### config.mk
export PLATFORM = sky130hd
export DESIGN_NAME = imem_loader_flat
export DESIGN_NICKNAME = d
export VERILOG_FILES = /design/src/rtl/imem_loader_pkg.sv /design/src/rtl/imem_loader_if.sv /design/src/rtl/imem_loader_word_assembler.sv /design/src/rtl/imem_loader.sv /design/src/flat_wrapper.sv
export SDC_FILE = /design/constraint.sdc
export NUM_CORES = 1
export LEC_CHECK = 0
export BUFFER_PORTS_ARGS = -buffer_cell sky130_fd_sc_hd__buf_2
export CORE_MARGIN = 3
export CORE_UTILIZATION = 50
export CTS_CLUSTER_SIZE = 40
export DETAILED_ROUTE_END_ITERATION = 8
export GPL_TIMING_DRIVEN = 0
export PLACE_DENSITY = 0.75
export SKIP_LAST_GASP = 1
export SYNTH_ARGS = -nofsm -noshare
export SYNTH_HDL_FRONTEND = slang
export SYNTH_HIERARCHICAL = 1
export SYNTH_SLANG_ARGS = --single-unit
### constraint.sdc
create_clock -name clk -period 2.07 [get_ports clk]
set_input_delay 0.3105 -clock clk [delete_from_list [all_inputs] [get_ports clk]]
set_output_delay 0.3105 -clock clk [all_outputs]
set_load 0.02 [all_outputs]
### src/rtl/imem_loader_pkg.sv
// imem_loader_pkg
// Definitions shared by the instruction-memory loader files:
//   - state_t / ST_* : loader FSM state encoding
//   - HDR_BYTES      : number of header bytes that lead a load stream
//   - calc_depth()   : instruction-memory depth in words for a given address width
package imem_loader_pkg;

    typedef logic [2:0] state_t;

    localparam state_t ST_IDLE = 3'd0;
    localparam state_t ST_HDR  = 3'd1;
    localparam state_t ST_DATA = 3'd2;
    localparam state_t ST_CHK  = 3'd3;
    localparam state_t ST_DONE = 3'd4;
    localparam state_t ST_ERR  = 3'd5;

    localparam int unsigned HDR_BYTES = 1;

    function automatic int unsigned calc_depth(input int unsigned addr_w);
        return 32'd1 << addr_w;
    endfunction

endpackage

### src/rtl/imem_loader_if.sv
// imem_loader_if
// Bundles the loader's byte-stream handshake, instruction-memory write port
// and status lines.
//   start, byte_valid, byte_data        : host -> loader
//   byte_ready                          : loader -> host
//   imem_we, imem_addr, imem_wdata      : loader -> instruction memory
//   cpu_reset, busy, done, error        : loader -> core / status
// Modports: slave = loader side, master = host side.
interface imem_loader_if #(
    parameter int ADDR_W = 6
);
    logic              start;
    logic              byte_valid;
    logic [7:0]        byte_data;
    logic              byte_ready;
    logic              imem_we;
    logic [ADDR_W-1:0] imem_addr;
    logic [31:0]       imem_wdata;
    logic              cpu_reset;
    logic              busy;
    logic              done;
    logic              error;

    modport slave (
        input  start, byte_valid, byte_data,
        output byte_ready, imem_we, imem_addr, imem_wdata,
        output cpu_reset, busy, done, error
    );

    modport master (
        output start, byte_valid, byte_data,
        input  byte_ready, imem_we, imem_addr, imem_wdata,
        input  cpu_reset, busy, done, error
    );
endinterface

### src/rtl/imem_loader_word_assembler.sv
// imem_loader_word_assembler
// Packs bytes into 32-bit little-endian words: the first byte of a word lands
// in bits 7:0, the fourth in bits 31:24.
//   clk, reset  : clock, asynchronous active-high reset
//   clear       : restart at byte 0 of a new word
//   shift_en    : byte_in is consumed this cycle
//   byte_in     : stream byte
//   last_byte   : next consumed byte completes a word
//   word_valid  : one-cycle pulse the cycle after a word completes
//   word        : assembled word (valid while word_valid is high)
module imem_loader_word_assembler (
    input  logic        clk,
    input  logic        reset,
    input  logic        clear,
    input  logic        shift_en,
    input  logic [7:0]  byte_in,
    output logic        last_byte,
    output logic        word_valid,
    output logic [31:0] word
);

    logic [1:0]  cnt_q, cnt_d;
    logic [31:0] word_q, word_d;
    logic        word_valid_q, word_valid_d;

    always_comb begin
        cnt_d        = cnt_q;
        word_d       = word_q;
        word_valid_d = 1'b0;
        if (clear) begin
            cnt_d = 2'd0;
        end else if (shift_en) begin
            // Shifting in from the top leaves the first byte in bits 7:0
            // once four bytes have arrived.
            word_d       = {byte_in, word_q[31:8]};
            cnt_d        = cnt_q + 2'd1;
            word_valid_d = (cnt_q == 2'd3);
        end
    end

    always_ff @(posedge clk or posedge reset) begin
        if (reset) begin
            cnt_q        <= 2'd0;
            word_q       <= 32'd0;
            word_valid_q <= 1'b0;
        end else begin
            cnt_q        <= cnt_d;
            word_q       <= word_d;
            word_valid_q <= word_valid_d;
        end
    end

    assign last_byte  = (cnt_q == 2'd3);
    assign word_valid = word_valid_q;
    assign word       = word_q;

endmodule

### src/rtl/imem_loader.sv
// imem_loader
// Loads the instruction memory from a byte stream (header N, 4N data bytes,
// XOR checksum) and holds the core in reset until a load completes cleanly.
//   clk, reset : clock, asynchronous active-high reset
//   bus        : imem_loader_if.slave (byte handshake, imem write port,
//                cpu_reset/busy/done/error status)
//
// state | meaning
// ------+-----------------------------------------------------------
// IDLE  | after reset, waiting for start
// HDR   | waiting for the word-count header byte
// DATA  | receiving data bytes, words written one cycle after completion
// CHK   | waiting for the checksum byte
// DONE  | load good, core released from reset
// ERR   | bad length or checksum, core held in reset
module imem_loader
    import imem_loader_pkg::*;
#(
    parameter int ADDR_W = 6
) (
    input  logic           clk,
    input  logic           reset,
    imem_loader_if.slave   bus
);

    localparam int unsigned    DEPTH    = calc_depth(ADDR_W);
    localparam logic [ADDR_W:0] WCNT_ONE = 1;

    state_t            state_q, state_d;
    logic [7:0]        n_q, n_d;
    logic [ADDR_W:0]   wcnt_q, wcnt_d;
    logic [7:0]        xor_q, xor_d;
    logic              byte_ready_q, byte_ready_d;
    logic              busy_q, busy_d;
    logic              done_q, done_d;
    logic              error_q, error_d;
    logic              cpu_reset_q, cpu_reset_d;

    logic              accept;
    logic              hdr_acc;
    logic              data_acc;
    logic              last_word;
    logic              last_byte;
    logic              word_valid;
    logic [31:0]       word;

    assign accept   = bus.byte_valid & byte_ready_q;
    assign hdr_acc  = accept && (state_q == ST_HDR);
    assign data_acc = accept && (state_q == ST_DATA);
    // Word counter is one bit wider than the address so a full-memory load
    // (N == DEPTH) compares correctly without wrapping.
    assign last_word = (32'(wcnt_q) + 32'd1) == 32'(n_q);

    imem_loader_word_assembler u_asm (
        .clk        (clk),
        .reset      (reset),
        .clear      (hdr_acc),
        .shift_en   (data_acc),
        .byte_in    (bus.byte_data),
        .last_byte  (last_byte),
        .word_valid (word_valid),
        .word       (word)
    );

    always_comb begin
        state_d = state_q;
        case (state_q)
            ST_IDLE, ST_DONE, ST_ERR: begin
                if (bus.start) state_d = ST_HDR;
            end
            ST_HDR: begin
                if (accept) begin
                    if (32'(bus.byte_data) > DEPTH)  state_d = ST_ERR;
                    else if (bus.byte_data == 8'd0)  state_d = ST_CHK;
                    else                             state_d = ST_DATA;
                end
            end
            ST_DATA: begin
                if (accept && last_byte && last_word) state_d = ST_CHK;
            end
            ST_CHK: begin
                if (accept) state_d = (bus.byte_data == xor_q) ? ST_DONE : ST_ERR;
            end
            default: state_d = ST_IDLE;
        endcase
    end

    always_comb begin
        n_d    = hdr_acc ? bus.byte_data : n_q;

        xor_d  = xor_q;
        if (hdr_acc)       xor_d = 8'd0;
        else if (data_acc) xor_d = xor_q ^ bus.byte_data;

        wcnt_d = wcnt_q;
        if (hdr_acc)         wcnt_d = '0;
        else if (word_valid) wcnt_d = wcnt_q + WCNT_ONE;

        busy_d       = (state_d == ST_HDR) || (state_d == ST_DATA) || (state_d == ST_CHK);
        byte_ready_d = busy_d;
        done_d       = (state_d == ST_DONE);
        error_d      = (state_d == ST_ERR);
        // Release the core only once DONE has been held for a full cycle;
        // leaving DONE reasserts reset on the same edge as the state change.
        cpu_reset_d  = !((state_q == ST_DONE) && (state_d == ST_DONE));
    end

    always_ff @(posedge clk or posedge reset) begin
        if (reset) begin
            state_q      <= ST_IDLE;
            n_q          <= 8'd0;
            wcnt_q       <= '0;
            xor_q        <= 8'd0;
            byte_ready_q <= 1'b0;
            busy_q       <= 1'b0;
            done_q       <= 1'b0;
            error_q      <= 1'b0;
            cpu_reset_q  <= 1'b1;
        end else begin
            state_q      <= state_d;
            n_q          <= n_d;
            wcnt_q       <= wcnt_d;
            xor_q        <= xor_d;
            byte_ready_q <= byte_ready_d;
            busy_q       <= busy_d;
            done_q       <= done_d;
            error_q      <= error_d;
            cpu_reset_q  <= cpu_reset_d;
        end
    end

    assign bus.byte_ready = byte_ready_q;
    assign bus.imem_we    = word_valid;
    assign bus.imem_addr  = wcnt_q[ADDR_W-1:0];
    assign bus.imem_wdata = word;
    assign bus.cpu_reset  = cpu_reset_q;
    assign bus.busy       = busy_q;
    assign bus.done       = done_q;
    assign bus.error      = error_q;

endmodule

### src/flat_wrapper.sv
// flat-port wrapper written by rule: the top's interface ports become plain ports
module imem_loader_flat import imem_loader_pkg::*;
#(
    parameter int ADDR_W = 6
)
  (clk, reset, bus_start, bus_byte_valid, bus_byte_data, bus_byte_ready, bus_imem_we, bus_imem_addr, bus_imem_wdata, bus_cpu_reset, bus_busy, bus_done, bus_error);
  imem_loader_if #(.ADDR_W(ADDR_W)) bus_i ();
  input  logic clk;
  input  logic reset;
  input wire logic [$bits(bus_i.start)-1:0] bus_start;
  input wire logic [$bits(bus_i.byte_valid)-1:0] bus_byte_valid;
  input wire logic [$bits(bus_i.byte_data)-1:0] bus_byte_data;
  output wire logic [$bits(bus_i.byte_ready)-1:0] bus_byte_ready;
  output wire logic [$bits(bus_i.imem_we)-1:0] bus_imem_we;
  output wire logic [$bits(bus_i.imem_addr)-1:0] bus_imem_addr;
  output wire logic [$bits(bus_i.imem_wdata)-1:0] bus_imem_wdata;
  output wire logic [$bits(bus_i.cpu_reset)-1:0] bus_cpu_reset;
  output wire logic [$bits(bus_i.busy)-1:0] bus_busy;
  output wire logic [$bits(bus_i.done)-1:0] bus_done;
  output wire logic [$bits(bus_i.error)-1:0] bus_error;
  assign bus_i.start = bus_start;
  assign bus_i.byte_valid = bus_byte_valid;
  assign bus_i.byte_data = bus_byte_data;
  assign bus_byte_ready = bus_i.byte_ready;
  assign bus_imem_we = bus_i.imem_we;
  assign bus_imem_addr = bus_i.imem_addr;
  assign bus_imem_wdata = bus_i.imem_wdata;
  assign bus_cpu_reset = bus_i.cpu_reset;
  assign bus_busy = bus_i.busy;
  assign bus_done = bus_i.done;
  assign bus_error = bus_i.error;
  imem_loader #(.ADDR_W(ADDR_W)) u_core (.clk(clk), .reset(reset), .bus(bus_i));
endmodule
==> metrics.cfg <==
[routing]
dr.pass1.iters = 4
first_iter_violations = 86
viasPerCell = 5.38
via_count = 2175
wire_per_inst_um = 16.0
routed_wl_mm = 6.45
drcViolationCount = 0
antenna_left = 0

[global_route]
grt_overflow = 0
antenna_found_initial = 0
grt_usage_pct = 18.9
grt_pass1_vias = 2185
grt_start_max_net_pins = 36
grt_pass1_wl_mm = 10.8

[synth]
synth_top_area_share_pct = 50.6
synth_area_um2 = 3170
async_reset_ff_share_pct = 100
synth_flop_cell = dfrtp_1
ys_top_cells_by_count = dfrtp_1, mux2_4, xnor2_1
synthCells = 248
synth_area_per_cell_um2 = 12.8
ys_ff_latch = 65
synth-edff-count = 0
yosysMostFrequentCell = dfrtp_1
post-synth-top-area-cell = dfrtp_1
synth_area_leaders = dfrtp_1, mux2_4, xnor2_1
ys_types = 51
synth.yosys.seq_area_share_pct = 51.4
yosysWarningCount = 6
syn_nets = 262

[timing]
fin_skew_ns = 0.0106
period_minus_slack_ns = 2.02
tns_ns = 0
tightest_slew_ns = 1.13
min_period_over_period_pct = 97.7
drv_slew = 0
relSlewSlack_pct = 24.4
hold_violations = 0
rsz0062_at_grt = yes
fmax_ghz = 0.495
final-setup-viol-count = 0

[status]
status = complete, no violations

[die]
initial_utilization_pct = 52.6
die-area_um2 = 7320
die_y_um = 85.6
core_um2 = 6030
num_rows = 28
io-pin-count = 56
fp.dieW_um = 85.6

[clocking]
cts_sinks = 65
clk_pin_slew_worst_paths_ns = 0.08
clk_latency_ns = 0.35
cts_buffers = 9
h-tree-depth = 3
cts_tree = built
clock_path_buffers = 2
clockRootBuffer = clkbuf_8

[cells_and_area]
multiInputGateArea_um2 = 1410
seqCellArea_um2 = 1640
fin_nets = 338
drive_gt1_share_pct = 47.4
fillers = 480
syn_to_final_growth_pct = 23.4
diodes = 0

[placed_design]
finalWeightedCongestion = 0.815
io_buffers = 55
dp.final_hpwl_mm = 4.30

[worst_setup_path]
crit_slowest_cell = dfrtp_2
startpoint_type = flop
cp_num_buf_inv = 3
cp_max_fo = 10
path_depth = 7
reg2reg_slack_ns = 0.05
setup.worst_path.end_class = flop
path_class = flop to flop
required_ns = 2.30
worstPathCellList = nand2b_4 -> or3_4 -> inv_8 -> nor2b_4 -> buf_8 -> buf_12 -> mux2_4
slowest_delay_ns = 0.45
crit_family = simple AND/OR/NAND/NOR gates
reg2reg_depth = 7
arrival_ns = 2.25

[power]
power_frac_seq_pct = 44.7
power_mw = 3.74
sw_frac_of_total_pct = 32.5
leakagePower_nw = 1.92
power.internal_mw = 2.53
switchingPower_mw = 1.21
cellPowerDensity_nw_per_um2 = 956
ir_drop_mv = 0.556
p_comb_share_pct = 25.7
pwr-share-clk_pct = 29.6

[worst_hold_path]
hold_path_class = input port to async pin

[run]
max-cap-violations = 0

registers in the layout (all words and copies together), names as in the netlist:
signal / count
u_core/bus.busy: 1
u_core/bus.cpu_reset: 1
u_core/bus.done: 1
u_core/bus.error: 1
u_core/n_q: 8
u_core/state_q: 3
u_core/u_asm/cnt_q: 2
u_core/u_asm/word: 32
u_core/u_asm/word_valid: 1
u_core/wcnt_q: 7
u_core/xor_q: 8
stage by stage:
stage | cells | util, % | setup slack [ns] | cell area [um2] | hold WS [ns]
after detailed placement | 378 | 58.8 | -0.198 | 3550 | 0.494
final | 404 | 64.9 | 0.0481 | 3910 | 0.0854
after floorplan | 248 | - | 0.0449 | 3180 | 0.400
after global routing | 404 | 64.9 | -0.0186 | 3910 | 0.139
after CTS | 396 | 63.0 | 0.0000111 | 3790 | 0.195
after global placement | 378 | 58.8 | -0.159 | 3550 | 0.492
routing by layer:
layer  share of wire (%)  routed length, um  global-route usage [%]  vias up
met3                 4.2                270                    3.07       13
met4                 1.8                118                    10.1        0
met2                  49               3190                    29.9       46
met1                  45               2870                    25.0     1089
li1                    -                  -                       -     1027
met5                   0                  0                       0        -
worst paths after layout:
path | to | from
worst min-delay path | u_core/u_asm/word[2] | reset
worst max-delay path | u_core/u_asm/word[5] | u_core/state_q[2]
worst min register to register | u_core/u_asm/word[0] | u_core/u_asm/word[0]
worst max register to register | u_core/u_asm/word[5] | u_core/state_q[2]
min in group clk | u_core/bus.cpu_reset | bus_start
max in group asynchronous | u_core/bus.busy | reset
cell families after synthesis:
kind of cell               count (synthesis)  synth area share [%]
AOI/OAI and AO/OA                         33                  7.59
DFF                                       65                  51.4
muxes                                     41                  17.9
adders and majority gates                  2                 0.790
and+or+nand+nor                           64                  11.2
buffers and inverters                     22                  5.25
xor gates and xnor gates                  21                  5.81
area by class of cell:
type,instances,area share [%]
tap,75,2.40
sequential,65,41.8
clock inverter,7,1.98
clock buffer,9,3.17
multi-input combinational,161,36.1
timing repair buffer,67,9.80
buffer,14,3.91
inverter,6,0.768
repair_timing:
| item | CTS | global route |
|---|---|---|
| cloned | 0 | 1 |
| gates resized for setup | 9 | 10 |
| setup buffers | 4 | 7 |
| hold buffers | 0 | 0 |
| setup endpoints to repair | 36 | 31 |
| pin swaps | 3 | 3 |
layout by cell type (no fill, tap or decap), drive strengths merged, types with 4 or more instances in the layout:
master and instances:
mux2 39, a22o 7, nand2 10, nand3 5, o21ai 11, nor2b 10
nand2b 4, xor2 6, inv 9, buf 77, dfrtp 64, xnor2 15
clkbuf 13, nor2 14
power groups by stage:
stage | clock (mW) | combinational, mW | sequential (mW)
finish | 1.11 | 0.962 | 1.67
global route | 1.19 | 1.06 | 1.70
CTS | 1.13 | 0.916 | 1.66
detailed placement | 0 | 0.896 | 1.68
global placement | 0 | 0.872 | 1.67
floorplan | 0 | 0.590 | 1.74
(Power assumes the default switching activity.)
